<file path="config.mk">
export PLATFORM = sky130hd
export DESIGN_NAME = min_max_scan_controller
export DESIGN_NICKNAME = d
export VERILOG_FILES = /design/src/rtl/min_max_scan_controller.sv
export SDC_FILE = /design/constraint.sdc
export NUM_CORES = 1
export LEC_CHECK = 0
export ABC_AREA = 1
export CORE_AREA = 2 2 135 137
export DETAILED_ROUTE_END_ITERATION = 7
export DIE_AREA = 0 0 137 139
export GPL_TIMING_DRIVEN = 1
export PLACE_DENSITY = 0.74
export SYNTH_ARGS = -nofsm -noshare
export SYNTH_HDL_FRONTEND = slang
export SYNTH_SLANG_ARGS = --single-unit
</file>
<file path="constraint.sdc">
create_clock -name Clk -period 5.8 [get_ports Clk]
set_input_delay 1.16 -clock Clk [delete_from_list [all_inputs] [get_ports Clk]]
set_output_delay 1.16 -clock Clk [all_outputs]
set_load 0.02 [all_outputs]
</file>
<file path="src/rtl/min_max_scan_controller.sv">
// Scan controller for the min/max search datapath: owns the element array and
// walks a wrapping window through one shared magnitude comparator.
module min_max_scan_controller #(
   parameter int DW = 8,
   parameter int AW = 4
) (
   input  logic          Clk,
   input  logic          Reset,
   input  logic          Wr_En,
   input  logic [AW-1:0] Wr_Addr,
   input  logic [DW-1:0] Wr_Data,
   input  logic          Start,
   input  logic [AW-1:0] First,
   input  logic [AW:0]   Count,
   output logic          Busy,
   output logic          Done,
   output logic          Err,
   output logic [DW-1:0] Max,
   output logic [DW-1:0] Min,
   output logic [AW-1:0] Max_Idx,
   output logic [AW-1:0] Min_Idx,
   output logic          Qi,
   output logic          Ql,
   output logic          Qcmx,
   output logic          Qcmn,
   output logic          Qd
);

   localparam logic [AW:0] DEPTH = (AW+1)'(2**AW);
   localparam logic [AW:0] REM_ONE = (AW+1)'(1);

   typedef enum logic [4:0] {
      INI  = 5'b00001,
      LOAD = 5'b00010,
      CMX  = 5'b00100,
      CMN  = 5'b01000,
      DONE = 5'b10000
   } state_t;

   state_t        state_q, state_d;
   logic [AW-1:0] ptr_q, ptr_d;
   logic [AW:0]   rem_q, rem_d;
   logic [DW-1:0] max_q, max_d;
   logic [DW-1:0] min_q, min_d;
   logic [AW-1:0] max_idx_q, max_idx_d;
   logic [AW-1:0] min_idx_q, min_idx_d;
   logic          err_q, err_d;
   logic          mem_we;

   logic [DW-1:0] mem_q [2**AW];

   logic [DW-1:0] elem;
   logic [DW-1:0] cmp_ref;
   logic          elem_gt;
   logic          elem_lt;
   logic          count_ok;

   // One comparator: the reference operand switches between Max and Min.
   assign elem     = mem_q[ptr_q];
   assign cmp_ref  = (state_q == CMN) ? min_q : max_q;
   assign elem_gt  = elem > cmp_ref;
   assign elem_lt  = elem < cmp_ref;
   assign count_ok = (Count != '0) && (Count <= DEPTH);

   always_comb begin
      state_d   = state_q;
      ptr_d     = ptr_q;
      rem_d     = rem_q;
      max_d     = max_q;
      min_d     = min_q;
      max_idx_d = max_idx_q;
      min_idx_d = min_idx_q;
      err_d     = err_q;
      mem_we    = 1'b0;
      case (state_q)
         INI: begin
            mem_we = Wr_En;
            if (Start) begin
               if (count_ok) begin
                  ptr_d   = First;
                  rem_d   = Count;
                  state_d = LOAD;
               end else begin
                  err_d   = 1'b1;
                  state_d = DONE;
               end
            end
         end
         LOAD: begin
            max_d     = elem;
            min_d     = elem;
            max_idx_d = ptr_q;
            min_idx_d = ptr_q;
            ptr_d     = ptr_q + AW'(1);
            rem_d     = rem_q - REM_ONE;
            state_d   = (rem_q == REM_ONE) ? DONE : CMX;
         end
         CMX: begin
            // A new maximum cannot also be a new minimum, so CMN is skipped.
            if (elem_gt) begin
               max_d     = elem;
               max_idx_d = ptr_q;
               ptr_d     = ptr_q + AW'(1);
               rem_d     = rem_q - REM_ONE;
               state_d   = (rem_q == REM_ONE) ? DONE : CMX;
            end else begin
               state_d = CMN;
            end
         end
         CMN: begin
            if (elem_lt) begin
               min_d     = elem;
               min_idx_d = ptr_q;
            end
            ptr_d   = ptr_q + AW'(1);
            rem_d   = rem_q - REM_ONE;
            state_d = (rem_q == REM_ONE) ? DONE : CMX;
         end
         DONE: begin
            err_d   = 1'b0;
            state_d = INI;
         end
         default: state_d = INI;
      endcase
   end

   always_ff @(posedge Clk or posedge Reset) begin
      if (Reset) begin
         state_q   <= INI;
         ptr_q     <= '0;
         rem_q     <= '0;
         max_q     <= '0;
         min_q     <= '0;
         max_idx_q <= '0;
         min_idx_q <= '0;
         err_q     <= 1'b0;
      end else begin
         state_q   <= state_d;
         ptr_q     <= ptr_d;
         rem_q     <= rem_d;
         max_q     <= max_d;
         min_q     <= min_d;
         max_idx_q <= max_idx_d;
         min_idx_q <= min_idx_d;
         err_q     <= err_d;
      end
   end

   // Array contents survive reset.
   always_ff @(posedge Clk) begin
      if (mem_we) begin
         mem_q[Wr_Addr] <= Wr_Data;
      end
   end

   assign Busy    = (state_q != INI);
   assign Done    = (state_q == DONE);
   assign Err     = err_q;
   assign Max     = max_q;
   assign Min     = min_q;
   assign Max_Idx = max_idx_q;
   assign Min_Idx = min_idx_q;
   assign Qi      = (state_q == INI);
   assign Ql      = (state_q == LOAD);
   assign Qcmx    = (state_q == CMX);
   assign Qcmn    = (state_q == CMN);
   assign Qd      = (state_q == DONE);

endmodule
</file>
; After elaboration in Yosys (flattened, before gate mapping)
; Memory sizes are Yosys's and may differ from the RTL's.
; Cells that the tools add are included.
[totals]
mem_count = 1
rom_bits = 0
register_bits = 39
mem_bits_rw = 128
latch_bits = 0
[classes]
mul = 0
div_mod_pow = 0
n_addsub = 2
shifts = 0
n_reduce_logical = 11
bitwise = 0
mux = 28
magnitude_cmp = 3
eq_ne = 12
[mem_list]
columns = name, depth, word_bits, read_ports, rd_clocked_by_memory_dff, write_ports, line
row1 = mem_q, 16, 8, 1, 0, 1, 50  ; logic [DW-1:0] mem_q [2**AW];
[ops]
columns = op, count
row1 = 5-bit two-way mux, 7
row2 = 8-bit case mux with 2 select lines, 2
row3 = 5-bit case mux with 3 select lines, 2
row4 = 8-bit two-way mux, 3
row5 = 4-bit two-way mux, 5
row6 = 4-bit case mux with 2 select lines, 2
row7 = 4-bit case mux with 3 select lines, 1
row8 = "5-bit by 1-bit == test with 1-bit output, second input constant", 2
row9 = 8-bit > comparator, 1
row10 = 8-bit less-than comparator, 1
row11 = "2-bit by 1-bit != test with 1-bit output, second input constant", 3
row12 = 2-bit nonzero test, 3
row13 = "5-bit by 2-bit == test with 1-bit output, second input constant", 1
row14 = "5-bit by 3-bit == test with 1-bit output, second input constant", 1
row15 = "5-bit by 4-bit == test with 1-bit output, second input constant", 1
row16 = "5-bit == test, second input constant", 1
row17 = "5-bit <= comparator, second input constant", 1
row18 = 1-bit two-way mux, 5
row19 = "5-bit by 1-bit != test with 1-bit output, second input constant", 1
row20 = 5-bit nonzero test, 1
row21 = "5-bit by 1-bit subtractor with 5-bit output, second input constant", 1
row22 = "4-bit by 1-bit adder with 4-bit output, second input constant", 1
row23 = "2-bit != test, second input constant", 2
row24 = 2-bit AND reduction, 2
row25 = other kinds (6), 6

; Depth between registers and ports, before layout
; Gate-level depths: netlist of run 1.
[depth]
word_depth = 5
ltp_mapped = 25

; Least setup slack after synthesis of run 1
; Ideal clock, no wire load.
[synth_timing]
path_type = register to register
startpoint = register ptr_q[0]
endpoint = register max_q[0], in the netlist Max[0]
required_time_ns = 5.735
t_arrival_ns = 2.387
period_less_slack_ns = 2.452
path_stages_with_launch = 20
path_buffers = 4
slack_ns = 3.348
cell_sequence = dfrtp_1 buf_2 inv_2 buf_4 buf_2 nand2_1 nand3_1 nand3_1 nand3_1 nand2_1 ha_1 a21o_1 nor2_1 nand2_1 nand2_1 nand2_2 nand2_1 buf_2 nand2_1 nand2_1
[synth_via]
elab_chain_cells = 4
[synth_lines]
columns = element, line
row1 = "start, declared", 41  ; logic [AW-1:0] ptr_q, ptr_d;
row2 = "start signal, assigned", 139  ; ptr_q <= ptr_d;
row3 = memory 16 x 8 bit, n/a
row4 = named net elem[7], 52  ; logic [DW-1:0] elem;
row5 = 8-bit > comparator, 61  ; assign elem_gt = elem > cmp_ref;
row6 = 2-bit by 1-bit != test with 1-bit output (no source line), n/a
row7 = 2-bit AND reduction (no source line), n/a
row8 = "end signal, assigned", 141  ; max_q <= max_d;
row9 = "end, declared", 43  ; logic [DW-1:0] max_q, max_d;
; The timed path passes the listed nets, and every way through them passes these cells. The select of a mux whose other input is x is not followed.
; A chain may end at the register's enable or synchronous reset.

; Worst setup path after layout of run 1
[layout_timing]
startpoint = register ptr_q[1]
endpoint = register max_q[1], in the netlist Max[1]
[layout_via]
elab_chain_cells = 4
[layout_lines]
columns = element, line
row1 = memory 16 x 8 bit (*), n/a
row2 = 8-bit > comparator, 61
row3 = 2-bit by 1-bit != test with 1-bit output (no source line), n/a
row4 = 2-bit AND reduction (no source line), n/a
; Every way passes the cells marked *; elsewhere a longest branch is shown, timed or not. The select of a mux whose other input is x is not followed.

==> results of run 1 <==
[per-stage QoR]
step	hold slack [ns]	util, %	std cells
floorplan	0.442	-	828
global placement	0.455	48.1	1081
detailed placement	0.467	48.1	1081
CTS	0.490	51.1	1110
global route	0.503	51.1	1110
finish	0.492	51.1	1110
[area by class of cell]
type | count | area (µm²) | area share [%]
Inverter | 138 | 518 | 5.74
Sequential cell | 167 | 4820 | 53.4
Multi-Input combinational cell | 487 | 2270 | 25.1
Timing Repair Buffer | 60 | 591 | 6.54
Clock buffer | 19 | 433 | 4.79
Tap cell | 229 | 287 | 3.17
Clock inverter | 10 | 109 | 1.21
[Yosys cell counts (2+ instances only)]
master / number
nor2_4: 2
nor2_2: 3
inv_1: 135
nand4_2: 2
nand2_1: 269
o21ai_0: 13
dfrtp_1: 38
ha_1: 11
nand4_1: 3
nor2_1: 27
nand2_2: 2
mux2i_1: 6
xor2_1: 4
buf_1: 4
buf_2: 17
clkbuf_1: 6
edfxtp_1: 128
a21oi_1: 3
inv_2: 2
buf_4: 7
nand3_1: 134
[registers in the layout, summed over array words and instances (netlist names)]
name and flops:
rem_q 5, Max 8, Err 1, mem_q 128, ptr_q 4, Min_Idx 4, state_q 5, Min 8
Max_Idx 4
[cell families (layout without fill, tap and decap cells)]
group,Yosys count,count (layout),synth area share [%]
flops,167,167,61.8
xor+xnor,5,5,0.561
buf+inv,174,227,9.10
simple gates,448,448,24.9
mux,6,6,0.770
fa+ha+maj,11,11,1.76
compound gates,17,17,1.12
[report_power, final]
group          total, W  internal [W]  leakage (nW)  switching [W]
registers       0.00154       0.00143          1.65       0.000110
clock network   0.00105      0.000621         0.254       0.000434
logic           0.00163      0.000573          2.18        0.00106
total           0.00423       0.00263          4.09        0.00160
[worst max-delay path, stage by stage, from the launching register on]
cell and delay [ns]:
dfrtp_1 0.35, buf_4 0.26, inv_1 0.85, nand3_1 0.16, nand3_1 0.13, nand3_1 0.14
nand2_1 0.16, inv_1 0.06, ha_1 0.18, inv_1 0.05, nand2_1 0.04, nand2_1 0.05
nand2_1 0.04, nand2_1 0.06, nand2_1 0.06, nand2_1 0.06, nand2_1 0.08, nand2_2 0.35
nand2_1 0.38, nand2_1 0.17, nand2_1 0.07
[cells in the final DEF, fill, tap and decap left out, types with 6 or more instances in the layout]
master / Yosys / routed
edfxtp_1: 128 / 128
dfrtp_1: 38 / 37
ha_1: 11 / 11
clkbuf_16: 0 / 17
inv_1: 135 / 135
nand2_1: 269 / 269
nand3_1: 134 / 134
o21ai_0: 13 / 13
clkdlybuf4s50_1: 0 / 56
nor2_1: 27 / 27
mux2i_1: 6 / 6
[path summary, 6_finish.rpt]
kind,slack [ns],endpoint,cells past startpoint
worst max-delay path,1.94,Max[1],20
worst min-delay path,0.49,Max_Idx[3],2
worst max register to register,1.94,Max[1],20
worst min register to register,0.49,Max_Idx[3],2
max in group asynchronous,4.26,ptr_q[0],3
min in group asynchronous,1.16,Err,3
[per-layer routing]
metal / GRT usage [%] / vias up
met5: 0 / -
met4: 5.97 / 0
met3: 4.86 / 24
met2: 29.6 / 242
met1: 26.7 / 2613
li1: - / 2734
==> impl_metrics.json, run 1 <==
{
  "placed_area_um2": 8490,
  "path_clk_slew_ns": 0.06,
  "ys_seq_area_share_pct": 61.8,
  "ys.flop_type": "edfxtp_1",
  "die_h_um": 139,
  "initial_core_util_pct": 44.2,
  "antenna_found_initial": 0,
  "critPathLaunchType": "register",
  "cts.sinks": 167,
  "first_pass_iters": 5,
  "fin_nets": 907,
  "end_kind": "register",
  "cap_violations": 0,
  "dp_worst_setup_slack_ns": 2.00,
  "worst_ep_arrival_time_ns": 4.18,
  "insertion_delay_ns": 0.43,
  "netlist_area_um2": 7800,
  "synthTopCellsByArea": "edfxtp_1, nand2_1, dfrtp_1",
  "synth_seq_cells": 167,
  "setup_violations": 0,
  "hold_violations": 0,
  "syn_nets": 864,
  "cts_resized": 0,
  "worst_slack_ns": 1.94,
  "fin_area_um2": 9030,
  "hold_start": "Max_Idx[3]",
  "area_delta_synth_final_pct": 15.8,
  "dieArea_um2": 19000,
  "io_buffers": 56,
  "clock-root-buffer": "clkbuf_16",
  "post-route-min-period_ns": 3.86,
  "worstPathRequired_ns": 6.11,
  "met3_length_um": 1310,
  "cp-startpoint": "ptr_q[1]",
  "cts_max_path_buffers": 2,
  "gr-usage-all-layers_pct": 19.2,
  "viasPerCell": 5.06,
  "cellLeakagePower_nw": 4.09,
  "cts_tree": "done",
  "htreeDepth": 4,
  "antennaDiodeCount": 0,
  "dr.max_layer_used": "met4",
  "dr_total_vias": 5613,
  "fin_skew_ns": 0.00770,
  "synth_top_cell_area_share_pct": 49.3,
  "synth-edff-count": 128,
  "grt_max_degree": 70,
  "cts_made_buffers": 17,
  "syn_inst": 828,
  "overflow": 0,
  "max-slew-margin-rel_pct": 25.8,
  "grt_pass1_wl_um": 27600,
  "wl_met1_um": 7640,
  "yosys.area.top_type": "edfxtp_1",
  "avgSynthCellArea_um2": 9.42,
  "dp_hpwl_um": 11000,
  "routedWlPerCell_um": 15.6,
  "fill_cells": 1580,
  "coreArea_um2": 17700,
  "die_w_um": 137,
  "max_clock_freq_mhz": 259,
  "fp-row-count": 49,
  "drc": 0,
  "drive_gt1_share_pct": 5.22,
  "async_flop_share_pct": 23.4,
  "outcome": "finished, final reports clean",
  "grt_pass1_vias": 5299,
  "power.total_w": 0.00423,
  "rsz0062_at_grt": "false",
  "final.setup.tns_ns": 0,
  "maxSlewViolCount": 0,
  "drtIter0Drc": 497,
  "worstMarginPinSlew_ns": 1.11,
  "r2r-start": "ptr_q[1]",
  "critPathKind": "register to register",
  "ir_drop_mv": 0.273,
  "wl_um": 17300,
  "ios": 57,
  "synth_warnings": 0,
  "period_share_pct": 66.6,
  "ys_types": 33,
  "ctsHoldBuffers": 0,
  "routed-wl-met2_um": 8050,
  "hold_class": "register to register",
  "ant_nets": 0,
  "p_per_area_nw_per_um2": 469,
  "crit_fanout": 38,
  "postCtsSetupBuffers": 0,
  "place.gp.congestion": 0.810
}
Note: power is estimated with default switching activity, not from simulation.
==> run 2: changes to the inputs <==
PLACE_DENSITY = 0.77   (was 0.74)
clock period = 3.1 ns   (was 5.8 ns; I/O delays follow)
==> run 2 against run 1 <==
Utilization up 1.9 points. Count of clock-buffer cells in the layout decreased by 1. Combinational power rose by 99%. Flip-flop and latch count stayed put. Largest power group unchanged. Global-route usage up 0.81 points. Critical endpoint is now ptr_q[3]. Final area up 3.6%. Sequential share of layout area fell by 1.9 points.
==> impl_metrics.json, run 2 (synthesized netlist as in run 1, its figures left out) <==
{
  "outcome": "finished, final reports clean",
  "crit_fanout": 63,
  "die_w_um": 137,
  "hold_violations": 0,
  "io_buffers": 56,
  "worstMarginPinSlew_ns": 0.772,
  "max_clock_freq_mhz": 360,
  "cap_violations": 0,
  "htreeDepth": 4,
  "ir_drop_mv": 0.530,
  "hold_class": "register to register",
  "maxSlewViolCount": 0,
  "power.total_w": 0.00819,
  "area_delta_synth_final_pct": 20.0,
  "regMostFlops": "mem_q",
  "drtIter0Drc": 486,
  "clock-root-buffer": "clkbuf_16",
  "place.gp.congestion": 0.844,
  "pwr-share-seq_pct": 35.0,
  "coreArea_um2": 17700,
  "postCtsSetupBuffers": 0,
  "cts_max_path_buffers": 2,
  "worstPathRequired_ns": 3.41,
  "grt_pass1_vias": 5639,
  "final.setup.tns_ns": 0,
  "dieArea_um2": 19000,
  "dp_hpwl_um": 11800,
  "hold_start": "Max_Idx[0]",
  "ctsHoldBuffers": 0,
  "end_kind": "register",
  "cellLeakagePower_nw": 4.29,
  "grt_max_degree": 64,
  "fin_nets": 937,
  "switchingPower_w": 0.00312,
  "first_pass_iters": 5,
  "final_cell_mix": "nand2_1, inv_1, nand3_1",
  "wl_um": 18000,
  "path_clk_slew_ns": 0.06,
  "dr_total_vias": 5804,
  "cts_resized": 0,
  "r2r_cells": 17,
  "worst_ep_arrival_time_ns": 3.09,
  "hold_slack_ns": 0.489,
  "r2r-start": "ptr_q[0]",
  "critPathKind": "register to register",
  "p_per_area_nw_per_um2": 875,
  "fp-row-count": 49,
  "layout_commonest_cell": "nand2_1",
  "initial_core_util_pct": 44.2,
  "cts_tree": "done",
  "p_int_w": 0.00507,
  "ant_nets": 0,
  "gr-usage-all-layers_pct": 20.0,
  "grt_pass1_wl_um": 28800,
  "min_to": "Max_Idx[0]",
  "drive_gt1_share_pct": 8.64,
  "largest_register_ffs": 128,
  "routedWlPerCell_um": 15.8,
  "setup_violations": 0,
  "comb_power_share_pct": 39.7,
  "antennaDiodeCount": 0,
  "power_frac_clock_pct": 25.3,
  "antenna_found_initial": 0,
  "cts_made_buffers": 17,
  "viasPerCell": 5.08,
  "overflow": 0,
  "p_sw_share_pct": 38.1,
  "whs_path_depth": 2,
  "fin_skew_ns": 0.0105,
  "die_h_um": 139,
  "regToRegSetupSlack_ns": 0.32,
  "post-route-min-period_ns": 2.78,
  "max-slew-margin-rel_pct": 48.4,
  "ios": 57,
  "cts.sinks": 167,
  "period_share_pct": 89.6,
  "insertion_delay_ns": 0.43,
  "drc": 0,
  "critPathLaunchType": "register",
  "rr_endpoint": "ptr_q[3]",
  "rsz0062_at_grt": "false"
}
run 2: changes by cell type in the layout (fill, tap and decap cells not counted):
cell / delta
buf_12: +5
buf_4: +25
clkbuf_1: -1
clkinv_1: +2
clkinv_2: -3
clkinv_4: +2
clkinvlp_4: -2
inv_2: -1
inv_4: +1
inv_6: +5
nand2_1: -1
nand2_2: +1
run 2: worst max-delay path by stage:
stage / from / end / slack [ns] / cells past startpoint
after floorplan: ptr_q[0] / Max[0] / 0.65 / 19
after global placement: ptr_q[0] / Max_Idx[3] / 0.30 / 19
after detailed placement: ptr_q[0] / Max_Idx[1] / 0.20 / 19
after CTS: ptr_q[0] / Max[0] / 0.15 / 19
after global routing: ptr_q[0] / ptr_q[3] / 0.05 / 20
final: ptr_q[0] / ptr_q[3] / 0.32 / 17
run 2: worst max-delay path, stage by stage, from the launching register on:
cell and delay, ns:
dfrtp_2 0.43, buf_12 0.28, nand2_1 0.13, nand3_1 0.10
nand3_1 0.07, nand3_1 0.12, nand2_1 0.16, ha_1 0.34
nand2_1 0.06, a21oi_1 0.12, nor2_1 0.07, nand2_1 0.06
nand2_1 0.07, nand2_2 0.20, buf_12 0.18, nand2_4 0.09
nand2_1 0.08, nand2_1 0.05
run 2: power groups by stage:
stage	clock network, W	registers, W	logic [W]
2_1_floorplan	0	0.00304	0.00194
3_3_place_gp	0	0.00290	0.00315
3_5_place_dp	0	0.00291	0.00322
4_1_cts	0.00210	0.00287	0.00324
5_1_grt	0.00221	0.00290	0.00360
6_report	0.00207	0.00287	0.00325
run 2: metal layers:
layer	vias to the layer above	GRT usage [%]	part of all wire, %
met5	-	0	0
met4	0	7.16	2.1
met3	28	4.24	7.1
met2	220	32.2	48
met1	2750	26.7	43
li1	2806	-	-
run 2: area by class of cell:
class                      count  area [µm²]
clock buffer                  18         429
sequential                   167        4820
tap                          229         287
timing repair buffer          90         878
fill                        1555        8300
inverter                     138         520
multi-input combinational    487        2270
clock inverter                14         148
run 2: metrics by stage:
step | setup WS (ns) | instance area (µm²) | std cells | util [%]
after floorplan | 0.648 | 7800 | 828 | -
after global placement | 0.296 | 8770 | 1111 | 49.7
after detailed placement | 0.205 | 8770 | 1111 | 49.7
after CTS | 0.154 | 9350 | 1143 | 53.0
after global routing | 0.0538 | 9360 | 1143 | 53.0
final | 0.323 | 9360 | 1143 | 53.0
==> run 3: changes to the inputs <==
PLACE_DENSITY = 0.74   (was 0.77)
clock period = 3.6 ns   (was 3.1 ns; I/O delays follow)
==> run 3 against run 2 <==
Utilization decreased by 0.99 points. Critical path depth increased by 3. Die area stayed put. Flip-flop and latch count is the same. Worst hold slack better by 0.0023 ns. Fmax decreased by 4.0%.
==> impl_metrics.json, run 3 (synthesized netlist as in run 1, its figures left out) <==
{
  "outcome": "finished, final reports clean",
  "coreArea_um2": 17700,
  "gr-usage-all-layers_pct": 19.8,
  "regToRegSetupSlack_ns": 0.71,
  "layout_commonest_cell": "nand2_1",
  "end_kind": "register",
  "wl_um": 18100,
  "worstMarginPinSlew_ns": 0.870,
  "maxSlewViolCount": 0,
  "hold_class": "register to register",
  "die_h_um": 139,
  "critPathKind": "register to register",
  "fp-row-count": 49,
  "cp-startpoint": "ptr_q[0]",
  "cts.sinks": 167,
  "clock-root-buffer": "clkbuf_16",
  "power_frac_clock_pct": 25.8,
  "min_to": "Max_Idx[3]",
  "dr_total_vias": 5713,
  "setup_violations": 0,
  "grt_pass1_wl_um": 28300,
  "io_buffers": 56,
  "place.gp.congestion": 0.844,
  "max_clock_freq_mhz": 346,
  "regMostFlops": "mem_q",
  "grt_max_degree": 66,
  "crit_fanout": 65,
  "initial_core_util_pct": 44.2,
  "hold_slack_ns": 0.491,
  "ctsHoldBuffers": 0,
  "period_share_pct": 80.4,
  "ios": 57,
  "ant_nets": 0,
  "max-slew-margin-rel_pct": 41.8,
  "cts_made_buffers": 17,
  "fin_nets": 919,
  "worstPathRequired_ns": 3.92,
  "viasPerCell": 5.09,
  "ir_drop_mv": 0.855,
  "insertion_delay_ns": 0.43,
  "final.setup.tns_ns": 0,
  "htreeDepth": 4,
  "first_pass_iters": 5,
  "p_int_w": 0.00436,
  "final_cell_mix": "nand2_1, inv_1, nand3_1",
  "cellLeakagePower_nw": 4.17,
  "area_delta_synth_final_pct": 17.7,
  "cap_violations": 0,
  "switchingPower_w": 0.00264,
  "fin_skew_ns": 0.00908,
  "comb_power_share_pct": 38.8,
  "routedWlPerCell_um": 16.1,
  "grt_pass1_vias": 5381,
  "die_w_um": 137,
  "postCtsSetupBuffers": 0,
  "whs_path_depth": 2,
  "r2r_cells": 20,
  "critPathLaunchType": "register",
  "p_sw_share_pct": 37.7,
  "rr_endpoint": "ptr_q[2]",
  "overflow": 0,
  "drtIter0Drc": 551,
  "path_clk_slew_ns": 0.06,
  "drive_gt1_share_pct": 6.61,
  "drc": 0,
  "pwr-share-seq_pct": 35.4,
  "cts_tree": "done",
  "cts_resized": 0,
  "rsz0062_at_grt": "false",
  "hold_violations": 0,
  "dp_hpwl_um": 11600,
  "cts_max_path_buffers": 2,
  "dieArea_um2": 19000,
  "largest_register_ffs": 128,
  "r2r-start": "ptr_q[0]",
  "antenna_found_initial": 0,
  "p_per_area_nw_per_um2": 763,
  "hold_start": "Max_Idx[3]",
  "post-route-min-period_ns": 2.89,
  "antennaDiodeCount": 0,
  "worst_ep_arrival_time_ns": 3.21
}
==> run 3: layout make-up <==
type	count	area (µm²)
clock buffer	18	429
clock inverter	11	151
fill	1573	8470
inverter	138	518
multi-input combinational	487	2270
sequential	167	4820
tap	229	287
timing repair buffer	72	706
==> run 3: power groups by stage <==
stage / sequential (W) / clock, W / combinational (W)
final: 0.00248 / 0.00181 / 0.00271
after global routing: 0.00251 / 0.00190 / 0.00305
after CTS: 0.00248 / 0.00182 / 0.00272
after detailed placement: 0.00252 / 0 / 0.00271
after global placement: 0.00252 / 0 / 0.00266
after floorplan: 0.00262 / 0 / 0.00167
==> run 3: stage by stage <==
| stage | cells | util, % | setup WS, ns | power (W) | area, µm² |
|---|---|---|---|---|---|
| after floorplan | 828 | - | 1.15 | 0.00429 | 7800 |
| final | 1122 | 52.0 | 0.707 | 0.00701 | 9180 |
| after CTS | 1122 | 52.0 | 0.738 | 0.00702 | 9180 |
| after global placement | 1093 | 48.7 | 0.751 | 0.00518 | 8600 |
| after global routing | 1122 | 52.0 | 0.389 | 0.00746 | 9180 |
| after detailed placement | 1093 | 48.7 | 0.688 | 0.00522 | 8600 |
==> run 3: routing by layer <==
layer  vias up  track usage, %  part of all wire (%)
li1       2759               -                     -
met1      2663            27.0                    42
met2       266            30.8                    47
met3        25            5.52                   9.7
met4         0            6.29                   1.7
met5         -               0                     0
==> run 3: how the worst max path moves through the flow <==
stage / end / cells past startpoint
5_1_grt: ptr_q[2] / 18
6_report: ptr_q[2] / 20
2_1_floorplan: Max[0] / 19
3_5_place_dp: mem_q[10][0] / 5
3_3_place_gp: mem_q[10][1] / 5
4_1_cts: ptr_q[2] / 20
==> run 3: critical path: stages, from the launching register on <==
cell,delay [ns]
dfrtp_2,0.46
inv_2,0.09
buf_12,0.27
nand2_1,0.10
nand3_1,0.08
nand3_1,0.13
nand3_1,0.14
nand2_1,0.15
ha_1,0.31
nand2_1,0.05
inv_1,0.06
nand2_1,0.06
nand2_1,0.05
nand2_1,0.06
nand2_1,0.06
nand2_1,0.07
nand2_2,0.11
buf_4,0.25
nand2_4,0.12
nand2_1,0.08
nand2_1,0.05
